--- src/rtl/alu_pkg.sv ---
// Shared decode vocabulary: aluop/funct codes, ALU control encodings,
// the per-lane decode result and the issue-stage state names.
package alu_pkg;

    // aluop codes; any aluop with both upper bits set selects funct decode
    localparam logic [2:0] ALUOP_ADD = 3'b000;
    localparam logic [2:0] ALUOP_AND = 3'b001;
    localparam logic [2:0] ALUOP_MUL = 3'b010;
    localparam logic [2:0] ALUOP_OR  = 3'b011;
    localparam logic [2:0] ALUOP_XOR = 3'b100;
    localparam logic [2:0] ALUOP_LUI = 3'b101;

    // R-type funct codes
    localparam logic [5:0] FUNCT_SLL  = 6'b000000;
    localparam logic [5:0] FUNCT_SRL  = 6'b000010;
    localparam logic [5:0] FUNCT_SRA  = 6'b000011;
    localparam logic [5:0] FUNCT_SLLV = 6'b000100;
    localparam logic [5:0] FUNCT_SRLV = 6'b000110;
    localparam logic [5:0] FUNCT_SRAV = 6'b000111;
    localparam logic [5:0] FUNCT_JR   = 6'b001000;
    localparam logic [5:0] FUNCT_JALR = 6'b001001;
    localparam logic [5:0] FUNCT_ADD  = 6'b100000;
    localparam logic [5:0] FUNCT_ADDU = 6'b100001;
    localparam logic [5:0] FUNCT_SUB  = 6'b100010;
    localparam logic [5:0] FUNCT_AND  = 6'b100100;
    localparam logic [5:0] FUNCT_OR   = 6'b100101;
    localparam logic [5:0] FUNCT_XOR  = 6'b100110;
    localparam logic [5:0] FUNCT_SLT  = 6'b101010;

    // ALU control encodings; AND is zero so a cleared lane reads as AND
    typedef enum logic [3:0] {
        ALU_AND   = 4'b0000,
        ALU_OR    = 4'b0001,
        ALU_ADD   = 4'b0010,
        ALU_XOR   = 4'b0011,
        ALU_SLL   = 4'b0100,
        ALU_SLLV  = 4'b0101,
        ALU_SUB   = 4'b0110,
        ALU_SLT   = 4'b0111,
        ALU_SRL   = 4'b1000,
        ALU_SRLV  = 4'b1001,
        ALU_SRA   = 4'b1010,
        ALU_SRAV  = 4'b1011,
        ALU_PASSB = 4'b1100
    } alu_ctl_e;

    // Everything one lane decodes to
    typedef struct packed {
        logic     ismultiply;
        alu_ctl_e alucontrol;
        logic     jr;
        logic     alusrc2;
        logic     illegal;
    } lane_dec_t;

    // Issue-stage states: nothing held, bundle held at first beat, bundle mid-split
    typedef enum logic [1:0] {
        ST_IDLE  = 2'd0,
        ST_FULL  = 2'd1,
        ST_SPLIT = 2'd2
    } stage_state_e;

endpackage

--- src/rtl/alu_lane_dec.sv ---
// Single-lane combinational decoder from aluop/funct to ALU controls.
module alu_lane_dec
    import alu_pkg::*;
(
    input  logic       lane_valid_i,
    input  logic [2:0] aluop_i,
    input  logic [5:0] funct_i,
    output lane_dec_t  dec_o
);

    // Empty lanes stay all-zero; unknown functs raise illegal and leave every other field zero
    always_comb begin
        dec_o = '0;
        if (lane_valid_i) begin
            case (aluop_i)
                ALUOP_ADD: dec_o.alucontrol = ALU_ADD;
                ALUOP_AND: dec_o.alucontrol = ALU_AND;
                ALUOP_MUL: dec_o.ismultiply = 1'b1;
                ALUOP_OR:  dec_o.alucontrol = ALU_OR;
                ALUOP_XOR: dec_o.alucontrol = ALU_XOR;
                ALUOP_LUI: dec_o.alucontrol = ALU_PASSB;
                default: begin
                    case (funct_i)
                        FUNCT_ADD, FUNCT_ADDU: dec_o.alucontrol = ALU_ADD;
                        FUNCT_SUB:  dec_o.alucontrol = ALU_SUB;
                        FUNCT_AND:  dec_o.alucontrol = ALU_AND;
                        FUNCT_OR:   dec_o.alucontrol = ALU_OR;
                        FUNCT_SLT:  dec_o.alucontrol = ALU_SLT;
                        FUNCT_XOR:  dec_o.alucontrol = ALU_XOR;
                        FUNCT_SLL:  dec_o.alucontrol = ALU_SLL;
                        FUNCT_SLLV: dec_o.alucontrol = ALU_SLLV;
                        FUNCT_SRL:  dec_o.alucontrol = ALU_SRL;
                        FUNCT_SRLV: dec_o.alucontrol = ALU_SRLV;
                        FUNCT_SRA:  dec_o.alucontrol = ALU_SRA;
                        FUNCT_SRAV: dec_o.alucontrol = ALU_SRAV;
                        FUNCT_JR: begin
                            dec_o.alucontrol = ALU_PASSB;
                            dec_o.jr         = 1'b1;
                        end
                        FUNCT_JALR: begin
                            dec_o.alucontrol = ALU_PASSB;
                            dec_o.jr         = 1'b1;
                            dec_o.alusrc2    = 1'b1;
                        end
                        default: dec_o.illegal = 1'b1;
                    endcase
                end
            endcase
        end
    end

endmodule

--- src/rtl/alu_decode_stage.sv ---
// Registered multi-lane decode stage. A bundle whose multiply count exceeds
// MULS_PER_BEAT is released over several beats in lane order.
module alu_decode_stage
    import alu_pkg::*;
#(
    parameter int LANES         = 4,
    parameter int MULS_PER_BEAT = 1
) (
    input  logic                 clk,
    input  logic                 reset,
    input  logic                 in_valid,
    output logic                 in_ready,
    input  logic [LANES-1:0]     in_lane_valid,
    input  logic [LANES*3-1:0]   aluop,
    input  logic [LANES*6-1:0]   funct,
    output logic                 out_valid,
    input  logic                 out_ready,
    output logic [LANES-1:0]     out_lane_valid,
    output logic [LANES-1:0]     ismultiply,
    output logic [LANES*4-1:0]   alucontrol,
    output logic [LANES-1:0]     jr,
    output logic [LANES-1:0]     alusrc2,
    output logic [LANES-1:0]     illegal,
    output logic                 split_busy
);

    localparam int IDX_W = (LANES > 1) ? $clog2(LANES) : 1;

    stage_state_e            state_q, state_d;
    lane_dec_t [LANES-1:0]   decNew;
    lane_dec_t [LANES-1:0]   dec_q, dec_d;
    logic [LANES-1:0]        laneMask_q, laneMask_d;
    logic [IDX_W-1:0]        start_q, start_d;
    logic [LANES-1:0]        mulMask;
    logic [LANES-1:0]        beatMask;
    logic                    beatFinal;
    logic [IDX_W-1:0]        nextStart;
    logic                    accept;
    logic                    beatDone;

    for (genvar g = 0; g < LANES; g++) begin : g_lane
        alu_lane_dec u_dec (
            .lane_valid_i (in_lane_valid[g]),
            .aluop_i      (aluop[g*3 +: 3]),
            .funct_i      (funct[g*6 +: 6]),
            .dec_o        (decNew[g])
        );
    end

    // Gather the held multiply lanes into a flat mask for the beat planner
    always_comb begin
        mulMask = '0;
        for (int i = 0; i < LANES; i++) begin
            mulMask[i] = dec_q[i].ismultiply;
        end
    end

    // Plan the current beat: from the first unreleased lane up to just before the multiply that would exceed the per-beat limit
    always_comb begin
        int   mulSeen;
        logic cut;
        beatMask  = '0;
        beatFinal = 1'b1;
        nextStart = start_q;
        mulSeen   = 0;
        cut       = 1'b0;
        for (int i = 0; i < LANES; i++) begin
            if (i >= int'(start_q) && !cut) begin
                if (mulMask[i] && mulSeen == MULS_PER_BEAT) begin
                    cut       = 1'b1;
                    beatFinal = 1'b0;
                    nextStart = IDX_W'(i);
                end else begin
                    beatMask[i] = 1'b1;
                    if (mulMask[i]) begin
                        mulSeen = mulSeen + 1;
                    end
                end
            end
        end
    end

    assign out_valid  = (state_q != ST_IDLE);
    assign in_ready   = (state_q == ST_IDLE) || (out_ready && beatFinal);
    assign accept     = in_valid && in_ready;
    assign beatDone   = out_valid && out_ready;
    assign split_busy = (state_q == ST_SPLIT) || ((state_q == ST_FULL) && !beatFinal);

    // Next state and held bundle; a new bundle may be taken on the cycle the last beat leaves
    always_comb begin
        state_d    = state_q;
        dec_d      = dec_q;
        laneMask_d = laneMask_q;
        start_d    = start_q;
        case (state_q)
            ST_IDLE: begin
                if (accept) begin
                    state_d = ST_FULL;
                end
            end
            ST_FULL, ST_SPLIT: begin
                if (beatDone) begin
                    if (!beatFinal) begin
                        state_d = ST_SPLIT;
                        start_d = nextStart;
                    end else if (accept) begin
                        state_d = ST_FULL;
                    end else begin
                        state_d = ST_IDLE;
                    end
                end
            end
            default: state_d = ST_IDLE;
        endcase
        if (accept) begin
            dec_d      = decNew;
            laneMask_d = in_lane_valid;
            start_d    = '0;
        end
    end

    // State and bundle registers; reset wins over any handshake in the same cycle
    always_ff @(posedge clk) begin
        if (reset) begin
            state_q    <= ST_IDLE;
            dec_q      <= '0;
            laneMask_q <= '0;
            start_q    <= '0;
        end else begin
            state_q    <= state_d;
            dec_q      <= dec_d;
            laneMask_q <= laneMask_d;
            start_q    <= start_d;
        end
    end

    // Drive the held decode onto the outputs only while a beat is offered
    always_comb begin
        out_lane_valid = '0;
        ismultiply     = '0;
        alucontrol     = '0;
        jr             = '0;
        alusrc2        = '0;
        illegal        = '0;
        if (out_valid) begin
            out_lane_valid = beatMask & laneMask_q;
            for (int i = 0; i < LANES; i++) begin
                ismultiply[i]        = dec_q[i].ismultiply;
                alucontrol[i*4 +: 4] = dec_q[i].alucontrol;
                jr[i]                = dec_q[i].jr;
                alusrc2[i]           = dec_q[i].alusrc2;
                illegal[i]           = dec_q[i].illegal;
            end
        end
    end

endmodule

--- config.mk ---
export PLATFORM = sky130hd
export DESIGN_NAME = alu_decode_stage
export DESIGN_NICKNAME = d
export VERILOG_FILES = /design/src/rtl/alu_pkg.sv /design/src/rtl/alu_lane_dec.sv /design/src/rtl/alu_decode_stage.sv
export SDC_FILE = /design/constraint.sdc
export NUM_CORES = 1
export LEC_CHECK = 0
export ABC_AREA = 1
export BUFFER_PORTS_ARGS = -buffer_cell sky130_fd_sc_hd__buf_2
export CAP_MARGIN = 20
export CORE_MARGIN = 2
export CORE_UTILIZATION = 55
export CTS_BUF_LIST = sky130_fd_sc_hd__clkbuf_4 sky130_fd_sc_hd__clkbuf_8
export DETAILED_ROUTE_END_ITERATION = 7
export GPL_TIMING_DRIVEN = 0
export HOLD_SLACK_MARGIN = 0.06
export PLACE_DENSITY = 0.87
export SYNTH_ARGS = -nofsm -noshare
export SYNTH_HDL_FRONTEND = slang
export SYNTH_SLANG_ARGS = --single-unit
--- constraint.sdc ---
create_clock -name clk -period 2.7 [get_ports clk]
set_input_delay 0.54 -clock clk [delete_from_list [all_inputs] [get_ports clk]]
set_output_delay 0.54 -clock clk [all_outputs]
set_load 0.1 [all_outputs]
# Word level (Yosys, flattened, before mapping)
# Index checks and enable logic that the tools add are counted.
# word_totals
reg_bits	40
wordCells	232
out_inout_bits	39
input_bits	44
# op_classes
reduce_logical	46
addsub	2
magnitude_cmp	3
eq_ne	83
n_mux	73
bitwise_logic	2
# ops
cell	n
$mux 32	6
$pmux 4 s12	4
$eq 6x6->1 const B	28
$eq 32x2->1 const B	3
$pmux 4 s5	4
$eq 6x3->1 const B	12
$add 32x2->32 const B	2
$reduce_or 15->1	4
$eq 6x2->1 const B	8
$eq 6x4->1 const B	8
$mux 1	35
$mux 8	4
$reduce_or 2->1	14
$eq 3x2->1 const B	8
$eq 3x3->1 const B	8
$logic_not 6->1	4
$reduce_or 6->1	4
$mux 4	5
$mux 2	9
$mux 16	1
$eq 3x1->1 const B	4
$logic_not 3->1	4
$mux 3	4
$logic_and 1x1->1	8
other kinds (14)	18

# Logic depth before layout (Yosys ltp)
# Gate-level depths: netlist of the first run.
# depth
depth_word	21
mapped_depth	14
ltp_nobuf	13

# Modules after synthesis
# A second synthesis of the first run with hierarchy kept.
# hier_totals
hier_cells	509
area_unflattened_um2	3159.3
# by_module_without_submodules
module	cells_each	area_each_um2	n_inst	seq_area_each_um2
alu_decode_stage	257	1823.0	1	800.8
alu_lane_dec	63	334.1	4	0.0

# Worst setup path before layout of the first run
# No wires, ideal clock.
# synth_path
kind	register to output
startpoint	register state_q[0]
endpoint	output port out_lane_valid[2]
arrival_time_ns	5.496
path_buffers	1
stages_incl_launch_ff	5
setup_slack_ns	-3.336
t_required_ns	2.160
cell_sequence	dfxtp_1 > inv_1 > ha_1 > clkbuf_1 > a2111oi_0
# synth_between
elab_chain_len	2
# synth_rtl
element	line_no	text
start, declared	alu_decode_stage.sv:29	stage_state_e state_q, state_d;
start signal, assigned	alu_decode_stage.sv:130	state_q <= state_d;
$reduce_bool 2->1	alu_decode_stage.sv:83	assign out_valid = (state_q != ST_IDLE);
$mux 4	alu_decode_stage.sv:145	if (out_valid) begin
end, declared	alu_decode_stage.sv:18	output logic [LANES-1:0] out_lane_valid,
# Every way passes these cells.

# Worst setup path after layout of the first run
# layout_path
startpoint	register start_q[1]
endpoint	output port out_lane_valid[3]
# layout_between
elab_chain_len	16
elab_cells_between_ends	28
cone_classes	add/sub (2); order compare (3); eq/ne (3); mux (14); bitwise (1); reduce/logical (5)
# layout_rtl
element	line_no	text
start, declared	alu_decode_stage.sv:33	logic [IDX_W-1:0] start_q, start_d;
start signal, assigned	alu_decode_stage.sv:133	start_q <= start_d;
$ge 1x2->1	alu_decode_stage.sv:68	if (i >= int'(start_q) && !cut) begin
$mux 1	alu_decode_stage.sv:68	
$add 32x2->32 or $eq 32x2->1 (tied branches)	alu_decode_stage.sv:76, alu_decode_stage.sv:69	
$mux 32 or $logic_and 1x1->1 (tied branches)	alu_decode_stage.sv:75, alu_decode_stage.sv:69	
$mux 32	alu_decode_stage.sv:69	if (mulMask[i] && mulSeen == MULS_PER_BEAT) begin
$mux 32	alu_decode_stage.sv:68	
$add 32x2->32 or $eq 32x2->1 (tied branches)	alu_decode_stage.sv:76, alu_decode_stage.sv:69	
$mux 32 or $logic_and 1x1->1 (tied branches)	alu_decode_stage.sv:75, alu_decode_stage.sv:69	
$mux 32	alu_decode_stage.sv:69	
$mux 32	alu_decode_stage.sv:68	
$eq 32x2->1	alu_decode_stage.sv:69	
$logic_and 1x1->1	alu_decode_stage.sv:69	
$mux 1	alu_decode_stage.sv:69	
$mux 1 *	alu_decode_stage.sv:68	
$and 4x4->4 *	alu_decode_stage.sv:146	out_lane_valid = beatMask & laneMask_q;
$mux 4 *	alu_decode_stage.sv:145	
# Mark *: on every way between the ends. The rest lies on a longest branch, timed or not.

==> results of run 1 <==
## cells by family (layout without fill, tap and decap cells)
family                   after synthesis  count (layout)  synth area share (%)
AO/OA/AOI/OAI                         78              78                  16.7
AND/OR/NAND/NOR                      232             232                  38.1
multiplexers                           2               2                 0.719
flip-flops                            40              40                  28.8
adder cells (fa/ha/maj)                4               4                  1.80
buffers and inverters                 97             183                  13.9
## metal layers
layer	vias up	part of all wire (%)	GRT usage [%]	routed length (um)
met5	-	0	0	0
met4	0	1.2	7.80	91
met3	10	5.6	5.35	415
met2	111	48	45.4	3540
met1	1441	46	36.1	3400
li1	1638	-	-	-
## flip-flops by register name, summed over array words and instances, names as in the netlist
register / cells
laneMask_q: 4
dec_q: 32
start_q: 2
state_q: 2
## power by group
group          total, mW  internal (mW)  switching [mW]
clock              0.358          0.167           0.191
combinational      0.431          0.108           0.323
sequential         0.617          0.608         0.00914
total               1.41          0.882           0.523
## final cells by class
class | instances | share of cell area (%)
timing repair buffer | 82 | 12.2
multi-input combinational | 316 | 49.0
inverter | 90 | 9.92
clock buffer | 5 | 1.99
sequential | 40 | 23.2
buffer | 6 | 1.30
tap | 67 | 2.43
## cell usage after synthesis, drive strengths merged, types with 2 or more instances
master,number
a21oi,16
a31oi,5
buf,5
clkbuf,2
dfxtp,40
ha,4
inv,89
mux2i,2
nand2,83
nand3,29
nand4,18
nor2,87
nor3,10
nor4,4
o211ai,5
o21ai,44
o31ai,3
## final timing paths
kind | from | to | slack (ps) | cells past startpoint
setup / recovery | start_q[1] | out_lane_valid[3] | 150 | 7
hold / removal | dec_q[1] | dec_q[1] | 460 | 2
setup reg to reg | state_q[0] | dec_q[30] | 750 | 10
hold reg to reg | dec_q[1] | dec_q[1] | 460 | 2
## placed cells by master (no fill, tap or decap), types with 2 or more instances in the layout
cell type	instances
nand2_2	3
inv_1	86
nand3_2	2
nand2_1	78
o21ai_2	8
nor3_1	9
buf_2	81
inv_4	2
nor2_4	2
nor4_1	2
mux2i_1	2
nor2_2	34
nor4_2	2
nor2_1	50
nand3_1	27
dfxtp_1	40
o21ai_0	30
clkbuf_8	5
o31ai_1	3
a21oi_1	15
o211ai_1	5
ha_1	4
a31oi_1	5
nand4_1	18
clkbuf_4	4
o21ai_1	6
## worst reg2reg max path, delay by kind of cell, from the launching register on
kind            cells  cell delay, ps
compound gates      1             110
simple gates        3             410
fa+ha+maj           1             340
buf+inv             5             650
flops               1             380
## repair_timing
item	in CTS	in global routing
gates resized for setup	3	4
hold endpoints to repair	0	0
endpoints found under the setup margin	30	23
pin swaps	0	0
==> metrics.md, run 1 <==
| Metric | Value |
|---|---|
| Fin crit period | approximately 2500 ps |
| Total congestion overflow | 0 |
| Register area | 801 sq um |
| Pleak | ~1.6 nW |
| Multi-input logic area | 0.00169 sq mm |
| Worst-path maximum fanout | 5 |
| DP HPWL | 5680 um |
| TritonCTS Buffers | 5 |
| Top area cells in the synthesized netlist | dfxtp_1 (29%), inv_1 (12%), nor2_1 (11%) |
| N_diodes | 0 |
| Number of global-route vias before repair | 2,773 |
| CTS root buffer | clkbuf_8 |
| Remaining DRCs | 0 |
| Synth Instances | 453 |
| Core Area | 0.00482 sq mm |
| Slew headroom | ~67% |
| Final core occ | 71.7% |
| Number of synthesized flops with an enable pin | 0 |
| Placed Area | 0.00338 sq mm |
| Setup ws final | about 150 ps |
| Die Area | 0.00565 sq mm |
| Post-CTS setup buffer count | 0 |
| Seq/Total Area, Yosys | ~29% |
| CTS tree | yes |
| Routed vias | around 3,200 |
| Area Growth Syn to Fin | 24.1% |
| I/O Pins | 83 |
| Crit path max-delay family | buffers and inverters |
| Worst EP required | 2160 ps |
| Synth Warn # | 0 |
| Layout Nets | between 500 and 600 |
| Crit path buf inv count | 2 |
| # Max-Cap Violations | 0 |
| Post-synthesis async set-or-reset flop share | 0% |
| Clk slew on worst S/H paths | 70 ps |
| CTS H-tree depth | 2 |
| Sink Count | 40 |
| CTS max path bufs | 2 |
| Vias per inst | 5.28 |
| Largest stage delay on the critical path | 440 ps |
| 1st-iter DRT viols | 160 |
| Yosys top cell by area | dfxtp_1 |
| Clk_skew | 5.59 ps |
| CP arrival | around 2000 ps |
| Drt pass-1 iters | 5 |
| Gr usage total | 27.3% |
| Avg WL per Cell | 12.3 um |
| Routed Antenna Nets | 0 |
| Hold Vio Cnt, Final | 0 |
| Max IR drop VDD | 0.216 mV |
| Final TNS setup | 0 ps |
| Hold Buf Count CTS | 0 |
| Place WS | 108 ps |
| Final period utilization | 94.3% |
| Syn Area/Cell | 6.15 sq um |
| Die W | 75.1 um |
| Row count | 25 |
| Slowest cell on the critical path | dfxtp_1 |
| Critical path endpoint category | output port |
| Final WL | approximately 7400 um |
| Number of antenna violations at the first check in global routing | 0 |
| Hold WS | 458 ps |
| FMAX | 393 MHz |
| Ys flop type | dfxtp_1 |
| GPL Wtd Cong | 0.942 |
| Pwr dens | 407 mW/mm^2 |
| Crit Path Category | reg2out |
| CP Launch Type | register |
| Worst Hold Class | reg2reg |
| Worst-margin pin slew | 494 ps |
| #FFs+latches synth | 40 |
| First-pass GRT wire length | 12,100 um |
| Power Total | around 1.4 mW |
| Crit path cell chain | inv_1 > nand2_1 > nand2_2 > a21oi_1 > nand2_1 > nor3_2 > buf_2 |
| Unrepaired setup endpoints after global routing | no |
| Port bufs | 82 |
| Status | complete, no violations |
| Top-area cell type share of the netlist area | approximately 29% |
| Fill count | 415 |
| Setup Viol. Count Final | 0 |
| Chip Height | around 75 um |
| Latest clock arrival within the worst-skew pair | 290 ps |
| Initial Utilization | between 50% and 60% |
| Fraction of final layout cells sized beyond drive strength 1 | 28.4% |
| Slew Viols, Final | 0 |
| Final cell count without fillers | between 600 and 700 |
| Post-Syn Area | 0.00278 sq mm |
| Post-synth net total | 501 |
| Post-synthesis cell type count | 38 |
| Placed Instances | 602 |
| Final Cell Area | 0.00346 sq mm |
| Largest net degree at the start of global routing | 11 |
| Most Frequent Cell on Critical Path | nand2_1 |
Power figures use the tool's default switching activity.
==> inputs of run 2 (changes only) <==
--- a/config.mk
+++ b/config.mk
@@ -5,7 +5,6 @@
 export SDC_FILE = /design/constraint.sdc
 export NUM_CORES = 1
 export LEC_CHECK = 0
-export ABC_AREA = 1
 export BUFFER_PORTS_ARGS = -buffer_cell sky130_fd_sc_hd__buf_2
 export CAP_MARGIN = 20
 export CORE_MARGIN = 2
==> run 2 against run 1 <==
  * Flip-flop and latch count is the same
  * Final area up 0.72%
  * Core utilization is 0.52 points higher
  * Sequential power decreased by 0.6%
  * Clock power increased by 18%
  * Fmax shrank 3.1%
  * Highest routed layer unchanged
==> metrics.md, run 2 <==
| Metric | Value |
|---|---|
| Status | complete, no violations |
| Most frequent cells in the layout | buf_2 (46), nor2b_1 (40), dfxtp_1 (39) |
| Post-synth net total | 390 |
| Hold Buf Count CTS | 0 |
| Worst-path maximum fanout | 10 |
| Vias per inst | 6.06 |
| N_diodes | 0 |
| Gr usage total | 25.9% |
| Die Area | around 0.0057 sq mm |
| Post-Syn Area | 0.00279 sq mm |
| Number of synthesized flops with an enable pin | 0 |
| Slew Viols, Final | 0 |
| Remaining DRCs | 0 |
| Hold WS | 449 ps |
| Most Frequent Cell on Critical Path | clkbuf_2 |
| CP Launch Type | register |
| Core Area | 0.00482 sq mm |
| I/O Pins | between 80 and 90 |
| Top-area cell type share of the netlist area | between 20 and 30% |
| Final WL | 7280 um |
| Fill count | 375 |
| Drt pass-1 iters | 6 |
| Crit path cell chain | inv_1 > ha_1 > clkbuf_2 > clkbuf_2 > nor2b_1 > buf_4 |
| #FFs+latches synth | 40 |
| Crit path max-delay family | buffers and inverters |
| Worst-margin pin slew | 504 ps |
| Top area cells in the synthesized netlist | dfxtp_1 (29%), nor2b_1 (9.2%), a32o_1 (5.7%) |
| Fin crit period | 2630 ps |
| Biggest regs | dec_q: 32 flops, laneMask_q: 4 flops |
| CTS root buffer | clkbuf_8 |
| Area Growth Syn to Fin | 24.9% |
| CTS max path bufs | 2 |
| Largest net degree at the start of global routing | 14 |
| Worst EP required | 2160 ps |
| Ys flop type | dfxtp_1 |
| Crit path buf inv count | 4 |
| Seq/Total Area, Yosys | 28.7% |
| Fraction of final layout cells sized beyond drive strength 1 | 26.1% |
| FMAX | 381 MHz |
| CTS H-tree depth | 2 |
| Slew headroom | around two thirds |
| Routed vias | slightly below 3,000 |
| Latest clock arrival within the worst-skew pair | roughly 300 ps |
| Post-synthesis async set-or-reset flop share | 0% |
| Total congestion overflow | 0 |
| GPL Wtd Cong | 0.923 |
| Layout Nets | 468 |
| Crit Path Category | reg2out |
| Setup ws final | 72.9 ps |
| Sink Count | 40 |
| Clk slew on worst S/H paths | 80 ps |
| Hold Vio Cnt, Final | 0 |
| Pleak | ~1.4 nW |
| Routed Antenna Nets | 0 |
| Clk_skew | approximately 3.6 ps |
| First-pass GRT wire length | between 10,000 and 15,000 um |
| DP HPWL | 5320 um |
| Yosys top cell by area | dfxtp_1 |
| Syn Area/Cell | 8.15 sq um |
| Synth Warn # | 0 |
| Max IR drop VDD | 0.270 mV |
| Largest stage delay on the critical path | 380 ps |
| Worst Hold Class | in2reg |
| Number of global-route vias before repair | 2,546 |
| # Max-Cap Violations | 0 |
| Port bufs | 71 |
| Top cells by count, synth | nor2b_1 (41), dfxtp_1 (40), nor2_1 (20) |
| Place WS | 67.8 ps |
| 1st-iter DRT viols | 318 |
| Post-synthesis cell type count | 60 |
| Top reg by flops | dec_q |
| Number of antenna violations at the first check in global routing | 0 |
| Pwr dens | 394 mW/mm^2 |
| CTS tree | yes |
| CP arrival | 2090 ps |
| Critical path endpoint category | output port |
| Most common cell in the netlist | nor2b_1 |
| Die W | 75.2 um |
| Chip Height | 75.2 um |
| Most common cell after layout, fill and taps aside | buf_2 |
| Setup Viol. Count Final | 0 |
| TritonCTS Buffers | 5 |
| Synth Instances | 342 |
| Final period utilization | 97.3% |
| Initial Utilization | between 50% and 60% |
| Slowest cell on the critical path | dfxtp_1 |
| Avg WL per Cell | 14.9 um |
| Max FFs per register | 32 |
| Row count | 25 |
run 2: repair_timing:
| item | CTS | global route |
|---|---|---|
| gates resized for setup | 14 | 25 |
| endpoints found under the setup margin | 14 | 26 |
| setup buffers | 0 | 0 |
| pin swaps | 0 | 0 |
run 2: stage by stage:
step / std cells / power (mW) / setup TNS (ps) / instance area (sq um) / utilization (%)
2_1_floorplan: 342 / 0.856 / -5870 / 2840 / -
3_3_place_gp: 480 / 0.945 / 0 / 3280 / 68.2
3_5_place_dp: 480 / 0.953 / 0 / 3280 / 68.2
4_1_cts: 488 / 1.37 / 0 / 3420 / 71.0
5_1_grt: 488 / 1.43 / -20.6 / 3480 / 72.3
6_report: 488 / 1.37 / 0 / 3480 / 72.3
run 2: layout make-up:
cell class                      count  area (sq um)  area share, %
Multi-Input combinational cell    256          1840           53.0
Inverter                           20          75.1           2.16
Sequential cell                    40           802           23.0
Tap cell                           67          83.8           2.41
Clock inverter                      2          15.0          0.431
Timing Repair Buffer               71           438           12.6
Buffer                             26           140           4.03
Clock buffer                        6          82.6           2.37
run 2: routing by layer:
layer | wire length, um | global-route usage [%] | part of all wire [%] | up-vias
met5 | 0 | 0 | 0 | -
met2 | 3520 | 42.3 | 48 | 140
li1 | - | - | - | 1418
met4 | 155 | 9.36 | 2.1 | 0
met3 | 454 | 3.75 | 6.2 | 22
met1 | 3150 | 34.8 | 43 | 1376
run 2: power breakdown:
group / internal (mW) / switching [mW]
registers: 0.604 / 0.00899
logic: 0.115 / 0.220
clock network: 0.207 / 0.216
total: 0.926 / 0.444
run 2: cell families after synthesis:
kind of cell               after synthesis  synth area share, %
muxes                                    4                 1.53
xor gates and xnor gates                 4                 1.26
buffers and inverters                   46                 7.50
DFF                                     40                 28.7
and+or+nand+nor                        127                 27.1
adders and majority gates                7                 2.92
AOI/OAI and AO/OA                      114                 31.0
run 2: worst paths after layout:
check,start,end,slack [ps],depth (start not counted)
worst min register to register,dec_q[16],dec_q[16],460,1
worst max register to register,state_q[0],start_q[0],590,8
worst max-delay path,state_q[0],jr[0],70,6
worst min-delay path,reset,state_q[1],450,2
